===== config.mk =====
export PLATFORM = sky130hd
export DESIGN_NAME = id_stage
export DESIGN_NICKNAME = d
export VERILOG_FILES = /design/src/rtl/id_stage.sv
export SDC_FILE = /design/constraint.sdc
export NUM_CORES = 2
export LEC_CHECK = 0
export CORE_MARGIN = 2
export CORE_UTILIZATION = 53
export CTS_CLUSTER_SIZE = 14
export DETAILED_ROUTE_END_ITERATION = 7
export GPL_TIMING_DRIVEN = 0
export PLACE_DENSITY_LB_ADDON = 0.05
export SLEW_MARGIN = 10
export SYNTH_ARGS = -nofsm -noshare
export SYNTH_HDL_FRONTEND = slang
export SYNTH_SLANG_ARGS = --single-unit

===== constraint.sdc =====
create_clock -name clk -period 2.85 [get_ports clk]
set_input_delay 0.285 -clock clk [delete_from_list [all_inputs] [get_ports clk]]
set_output_delay 0.285 -clock clk [all_outputs]
set_load 0.05 [all_outputs]

===== src/rtl/id_stage.sv =====
// ---------------------------------------------------------------------------
// id_stage -- instruction decode stage of a 5-stage RV32I-subset pipeline.
//
// Holds the 32x32 register file, decodes the instruction in IF/ID into ALU /
// memory control, builds the immediate, and detects the load-use hazard
// against the instruction sitting in ID/EX. All outputs are combinational
// from the current inputs and register-file state.
//
// Configuration macro: ID_WRITE_BYPASS_EN
//   defined   : write-first register file (same-cycle WB data is forwarded)
//   undefined : read-before-write (new value visible the following cycle)
//
// Ports
//   clk, reset                  clock, synchronous active-high reset
//   instr, pc_plus4_in          from IF/ID register
//   wb_reg_write/wb_rd/wb_data  writeback port from MEM/WB
//   ex_mem_read, ex_rd          load flag / destination of the ID/EX instr
//   pc_plus4, rs1_data, rs2_data, imm, rd, funct3, funct7   data to ID/EX
//   reg_write, mem_read, mem_write, mem_to_reg, alu_src, branch, alu_op
//                               control to ID/EX (zeroed on stall or reset)
//   stall                       hold PC and IF/ID this cycle
// ---------------------------------------------------------------------------
module id_stage (
  input  logic        clk,
  input  logic        reset,
  input  logic [31:0] instr,
  input  logic [31:0] pc_plus4_in,
  input  logic        wb_reg_write,
  input  logic [4:0]  wb_rd,
  input  logic [31:0] wb_data,
  input  logic        ex_mem_read,
  input  logic [4:0]  ex_rd,
  output logic [31:0] pc_plus4,
  output logic [31:0] rs1_data,
  output logic [31:0] rs2_data,
  output logic [31:0] imm,
  output logic [4:0]  rd,
  output logic [2:0]  funct3,
  output logic        funct7,
  output logic        reg_write,
  output logic        mem_read,
  output logic        mem_write,
  output logic        mem_to_reg,
  output logic        alu_src,
  output logic        branch,
  output logic [1:0]  alu_op,
  output logic        stall
);

  typedef enum logic [6:0] {
    OP_R      = 7'b0110011,
    OP_IALU   = 7'b0010011,
    OP_LOAD   = 7'b0000011,
    OP_STORE  = 7'b0100011,
    OP_BRANCH = 7'b1100011
  } opcode_e;

  logic [31:0] r_regs [32];

  logic [6:0]  w_opcode;
  logic [4:0]  w_rs1;
  logic [4:0]  w_rs2;
  logic        w_wb_en;
  logic        w_uses_rs1;
  logic        w_uses_rs2;
  logic        w_stall;
  logic        w_reg_write;
  logic        w_mem_read;
  logic        w_mem_write;
  logic        w_mem_to_reg;
  logic        w_alu_src;
  logic        w_branch;
  logic [1:0]  w_alu_op;

  assign w_opcode = instr[6:0];
  assign w_rs1    = instr[19:15];
  assign w_rs2    = instr[24:20];
  assign w_wb_en  = wb_reg_write && (wb_rd != 5'd0);

  // Register file; a writeback presented during reset is dropped.
  always_ff @(posedge clk) begin
    if (reset) begin
      for (int unsigned i = 0; i < 32; i++) r_regs[i] <= '0;
    end else if (w_wb_en) begin
      r_regs[wb_rd] <= wb_data;
    end
  end

  always_comb begin
    rs1_data = (w_rs1 == 5'd0) ? '0 : r_regs[w_rs1];
    rs2_data = (w_rs2 == 5'd0) ? '0 : r_regs[w_rs2];
`ifdef ID_WRITE_BYPASS_EN
    if (w_wb_en && (wb_rd == w_rs1)) rs1_data = wb_data;
    if (w_wb_en && (wb_rd == w_rs2)) rs2_data = wb_data;
`endif
  end

  // Main decode plus which source fields are architecturally read.
  always_comb begin
    w_reg_write  = 1'b0;
    w_mem_read   = 1'b0;
    w_mem_write  = 1'b0;
    w_mem_to_reg = 1'b0;
    w_alu_src    = 1'b0;
    w_branch     = 1'b0;
    w_alu_op     = 2'b00;
    w_uses_rs1   = 1'b0;
    w_uses_rs2   = 1'b0;
    imm          = '0;
    case (w_opcode)
      OP_R: begin
        w_reg_write = 1'b1;
        w_alu_op    = 2'b10;
        w_uses_rs1  = 1'b1;
        w_uses_rs2  = 1'b1;
      end
      OP_IALU: begin
        w_reg_write = 1'b1;
        w_alu_src   = 1'b1;
        w_alu_op    = 2'b11;
        w_uses_rs1  = 1'b1;
        imm         = {{20{instr[31]}}, instr[31:20]};
      end
      OP_LOAD: begin
        w_reg_write  = 1'b1;
        w_mem_read   = 1'b1;
        w_mem_to_reg = 1'b1;
        w_alu_src    = 1'b1;
        w_uses_rs1   = 1'b1;
        imm          = {{20{instr[31]}}, instr[31:20]};
      end
      OP_STORE: begin
        w_mem_write = 1'b1;
        w_alu_src   = 1'b1;
        w_uses_rs1  = 1'b1;
        w_uses_rs2  = 1'b1;
        imm         = {{20{instr[31]}}, instr[31:25], instr[11:7]};
      end
      OP_BRANCH: begin
        w_branch   = 1'b1;
        w_alu_op   = 2'b01;
        w_uses_rs1 = 1'b1;
        w_uses_rs2 = 1'b1;
        imm        = {{19{instr[31]}}, instr[31], instr[7], instr[30:25],
                      instr[11:8], 1'b0};
      end
      default: ;
    endcase
  end

  // Load-use hazard: only source fields the opcode actually reads count.
  assign w_stall = !reset && ex_mem_read && (ex_rd != 5'd0) &&
                   ((w_uses_rs1 && (ex_rd == w_rs1)) ||
                    (w_uses_rs2 && (ex_rd == w_rs2)));

  always_comb begin
    reg_write  = 1'b0;
    mem_read   = 1'b0;
    mem_write  = 1'b0;
    mem_to_reg = 1'b0;
    alu_src    = 1'b0;
    branch     = 1'b0;
    alu_op     = 2'b00;
    if (!reset && !w_stall) begin
      reg_write  = w_reg_write;
      mem_read   = w_mem_read;
      mem_write  = w_mem_write;
      mem_to_reg = w_mem_to_reg;
      alu_src    = w_alu_src;
      branch     = w_branch;
      alu_op     = w_alu_op;
    end
  end

  assign stall    = w_stall;
  assign pc_plus4 = pc_plus4_in;
  assign rd       = instr[11:7];
  assign funct3   = instr[14:12];
  assign funct7   = instr[30];

endmodule


# Word level (Yosys, flattened, before mapping)
# Memory sizes are Yosys's and may differ from the RTL's.
# Cells that the tools add are included.
# W data, S select, Z words.
[op_classes] reduce_logical=20 n_eq_ne=7 n_mux=25
[ops] operator="$mux W32" count=3
[ops] operator="$pmux W32 S3" count=1
[ops] operator="$reduce_or A32 Y1" count=1
[ops] operator="$mux W1" count=18
[ops] operator="$eq A7 B6 Y1 const B" count=2
[ops] operator="$eq A5 B5 Y1" count=2
[ops] operator="$logic_not A5 Y1" count=2
[ops] operator="$reduce_bool A5 Y1" count=2
[ops] operator="$reduce_or A3 Y1" count=3
[ops] operator="$eq A7 B2 Y1 const B" count=1
[ops] operator="$eq A7 B5 Y1 const B" count=1
[ops] operator="$eq A7 B7 Y1 const B" count=1
[ops] operator="$logic_and A1 B1 Y1" count=7
[ops] operator="$pmux W2 S3" count=1
[ops] operator="$mux W5" count=1
[ops] operator="$reduce_or A5 Y1" count=1
[ops] operator="$logic_not A1 Y1" count=2
[ops] operator="$mux W2" count=1
[ops] operator="$reduce_or A2 Y1" count=1
[ops] operator="$logic_or A1 B1 Y1" count=1
[totals] out_inout_bits=146 ramBits=1024 in_bits=110 regBits=0 mem_count=1
[mem_list] memory="r_regs" depth=32 width=32 rd=2 rd_clocked_by_memory_dff=0 write_ports=32 line="58" rtl="logic [31:0] r_regs [32];"

# Depth between registers and ports, before layout
[depth] ltp_word=9 mapped_depth=10

# Worst setup path before layout
# No wires, ideal clock.
[synth_path] path_kind="in2out" start="input instr[17]" end="output mem_to_reg" stages=9 arrival_time_ns=3.515 setup_slack_ns=-0.950 path_cell_list="buf_2 > buf_4 > buf_2 > xor2_1 > nor3_1 > nand3_1 > a21oi_2 > nor4b_1 > buf_4"
[synth_via] elab_chain_len=7
[synth_lines] element="from (decl)" line="26" rtl="input logic [31:0] instr,"
[synth_lines] element="$eq A5 B5 Y1" line="153" rtl="((w_uses_rs1 && (ex_rd == w_rs1)) ||"
[synth_lines] element="$logic_and A1 B1 Y1" line="153"
[synth_lines] element="$logic_or A1 B1 Y1" line="153"
[synth_lines] element="$logic_and A1 B1 Y1" line="152" rtl="assign w_stall = !reset && ex_mem_read && (ex_rd != 5'd0) &&"
[synth_lines] element="net stall" line="47" rtl="output logic stall"
[synth_lines] element="$logic_not A1 Y1" line="164" rtl="if (!reset && !w_stall) begin"
[synth_lines] element="$logic_and A1 B1 Y1" line="164"
[synth_lines] element="$mux W1"
[synth_lines] element="to (decl)" line="43" rtl="output logic mem_to_reg,"
# The timed path passes the listed nets, and every way through them passes these cells.

==> flow_metrics.py <==
metrics = {
    "global_routing": {
        "grt.total_usage_pct": 47.36,
        "antenna_found_initial": 22,
        "grt_pass1_vias": 39454,
        "grt_pass1_wl_um": 339200,
        "gr-total-overflow": 0,
        "grt_max_degree": 33,
    },
    "detailed_routing": {
        "drt_iter0_markers": 7820,
        "dr_total_vias": 42087,
        "drtPass1Iterations": 8,
        "wirelength_um": 259300,
        "wl_per_cell_um": 43.29,
        "drc": 0,
        "antenna_left": 0,
        "routed_via_density": 7.026,
    },
    "timing": {
        "maxSlewHeadroom_pct": 5.177,
        "fmax_mhz": 314.3,
        "final.min_clock_period_ns": 3.181,
        "maxSlewViolCount": 0,
        "period_share_pct": 111.6,
        "tightestPinTransition_ns": 1.422,
        "setup-violations-final": 285,
        "fin_hold_ws_ns": 0.3490,
        "setup_slack_ns": -0.3313,
        "grt_setup_unrepaired": "true",
        "hold_viol": 0,
    },
    "pwr": {
        "power_density_nw_per_um2": 599.4,
        "leakagePower_nw": 24.65,
        "vdd_ir_drop_max_v": 0.0005091,
        "totalPowerFinal_w": 0.04074,
    },
    "logic_synthesis": {
        "ys_warn_count": 0,
        "async_flop_share_pct": 0,
        "yosysSeqAreaShare_pct": 54.90,
        "synth_seq_cells": 1024,
        "synth_cells": 4079,
        "synth.largest_area_cell": "edfxtp_1",
        "synth_top_area_share_pct": 54.90,
        "synth_edf_count": 1024,
        "syn_area_um2": 56010,
        "ys_top_cells_by_area": "edfxtp_1 (55%), and2_1 (11%), mux4_2 (11%)",
        "ys.flop_type": "edfxtp_1",
        "post_synth.cell_area_avg_um2": 13.73,
        "synth.distinct_cells": 45,
    },
    "clock_network": {
        "clk_pin_slew_ns": 0.06,
        "holdBufCountCts": 0,
        "cts_tree": "built",
        "cts_root_buf": "clkbuf_16",
        "cts_made_buffers": 114,
        "cts_buffer_depth": 3,
        "h-tree-depth": 3,
        "cts_sinks": 1024,
    },
    "critical_path": {
        "cp.required_ns": 2.57,
        "critPathKind": "reg -> out",
        "startpoint_type": "flip-flop",
        "crit_arrival_ns": 2.90,
        "crit_fanout": 2,
        "endpoint_kind": "output port",
    },
    "finish": {
        "largest_reg_flops": 1024,
        "top_register": "r_regs",
        "area_delta_synth_final_pct": 21.35,
        "nNetsFinal": 4612,
        "drive_gt1_share_pct": 26.64,
        "reg_top3": "r_regs x1024",
    },
    "run": {
        "timing.max_cap.violations": 0,
    },
    "place": {
        "portBuffers": 216,
        "post-dp-hpwl_um": 180800,
        "place_congestion": 1.056,
    },
    "floorplan": {
        "initial_core_util_pct": 53.28,
        "fp.dieW_um": 329.1,
        "fp.dieArea_um2": 108300,
        "die_h_um": 329.1,
        "pin_count": 256,
        "coreArea_um2": 105100,
        "fp-row-count": 119,
    },
    "worst_hold_path": {
        "hold_class": "in -> reg",
        "whs_path_depth": 2,
    },
    "run_status": {
        "outcome": "finished, violations left",
        "violations": "negative setup slack",
    },
}
-- synthesized netlist by cell type, types with 31 or more instances --
library cell  number
a211oi_1          86
a21oi_1           46
a22oi_1           87
a31oi_1           38
and2_1           995
buf_2             48
buf_4            110
clkbuf_1         285
edfxtp_1        1024
mux2_2            80
mux2i_1          467
mux4_2           276
nand2_1          140
nand3_1           31
nor2_1            46
nor2b_1           31
o221ai_1          51
o22ai_1           34
or2_2             32
-- power breakdown --
part	switching [W]	internal, W	total (W)
Clock	0.00654	0.00891	0.0155
Combinational	0.00488	0.00255	0.00743
Sequential	0.000448	0.0174	0.0179
-- what timing repair did --
item	4_1_cts	5_1_grt
setup buffers	19	27
pin swaps	79	54
resized for setup	1234	93
gates cloned	3	3
endpoints found under the setup margin	968	1047
-- worst max-delay path, stage by stage, from the launching register on --
cell,delay [ns]
edfxtp_1,0.41
mux4_2,0.49
mux2_4,0.34
a221oi_4,0.58
a211oi_2,0.13
buf_6,0.20
-- worst paths after layout --
check	from	to	slack [ns]
worst min-delay path	wb_data[30]	r_regs[6][30]	0.35
worst max-delay path	r_regs[31][25]	rs1_data[25]	-0.33
-- layout make-up --
class                   instances  area (µm²)
diodes                          5       12.51
multi-input cells            2614       25590
clock inverters                61       698.2
well taps                    1391        1740
repair buffers                276        2730
flip-flops and latches       1024       30750
fillers                      7955       37150
clock buffers                 147        3040
plain buffers                 472        3405
-- per-stage QoR --
step | TNS [ns] | area (µm²) | setup slack (ns) | utilization (%) | cells
after floorplan | -0.1476 | 56230 | -0.1476 | - | 4110
after global placement | -1493.47 | 60130 | -3.240 | 57.21 | 5717
after detailed placement | -1479.40 | 60310 | -2.555 | 57.38 | 5731
after CTS | -8.050 | 67400 | -0.3037 | 64.12 | 5957
after global routing | -4.921 | 67950 | -0.2338 | 64.64 | 5985
final | -18.85 | 67970 | -0.3313 | 64.66 | 5990
-- cells by family (layout without fill, tap and decap cells) --
logic type,count (synthesis),after routing,synth area share (%)
AO/OA/AOI/OAI,404,404,5.321
XOR/XNOR,10,10,0.1564
buffers and inverters,478,956,4.452
flip-flops,1024,1024,54.90
multiplexers,823,823,21.05
other,1,37,0.006696
AND/OR/NAND/NOR,1339,1345,14.11
-- cell usage in the layout (no fill, tap or decap), types with 40 or more instances in the layout --
cell and instances:
edfxtp_1 1024, and2_1 994, mux2i_1 459, mux4_2 276, clkbuf_1 219, buf_4 165, nand2_1 138, clkbuf_16 118
clkdlybuf4s50_1 111, buf_6 100, a22oi_1 81, mux2_4 48, a211oi_4 46, a21oi_1 40
-- layer usage --
layer,global-route usage [%],share of wire (%)
met1,60.95,35
met2,63.84,40
met3,21.42,17
met4,32.17,8.2
met5,0.7826,0.13
Power figures use the tool's default switching activity.
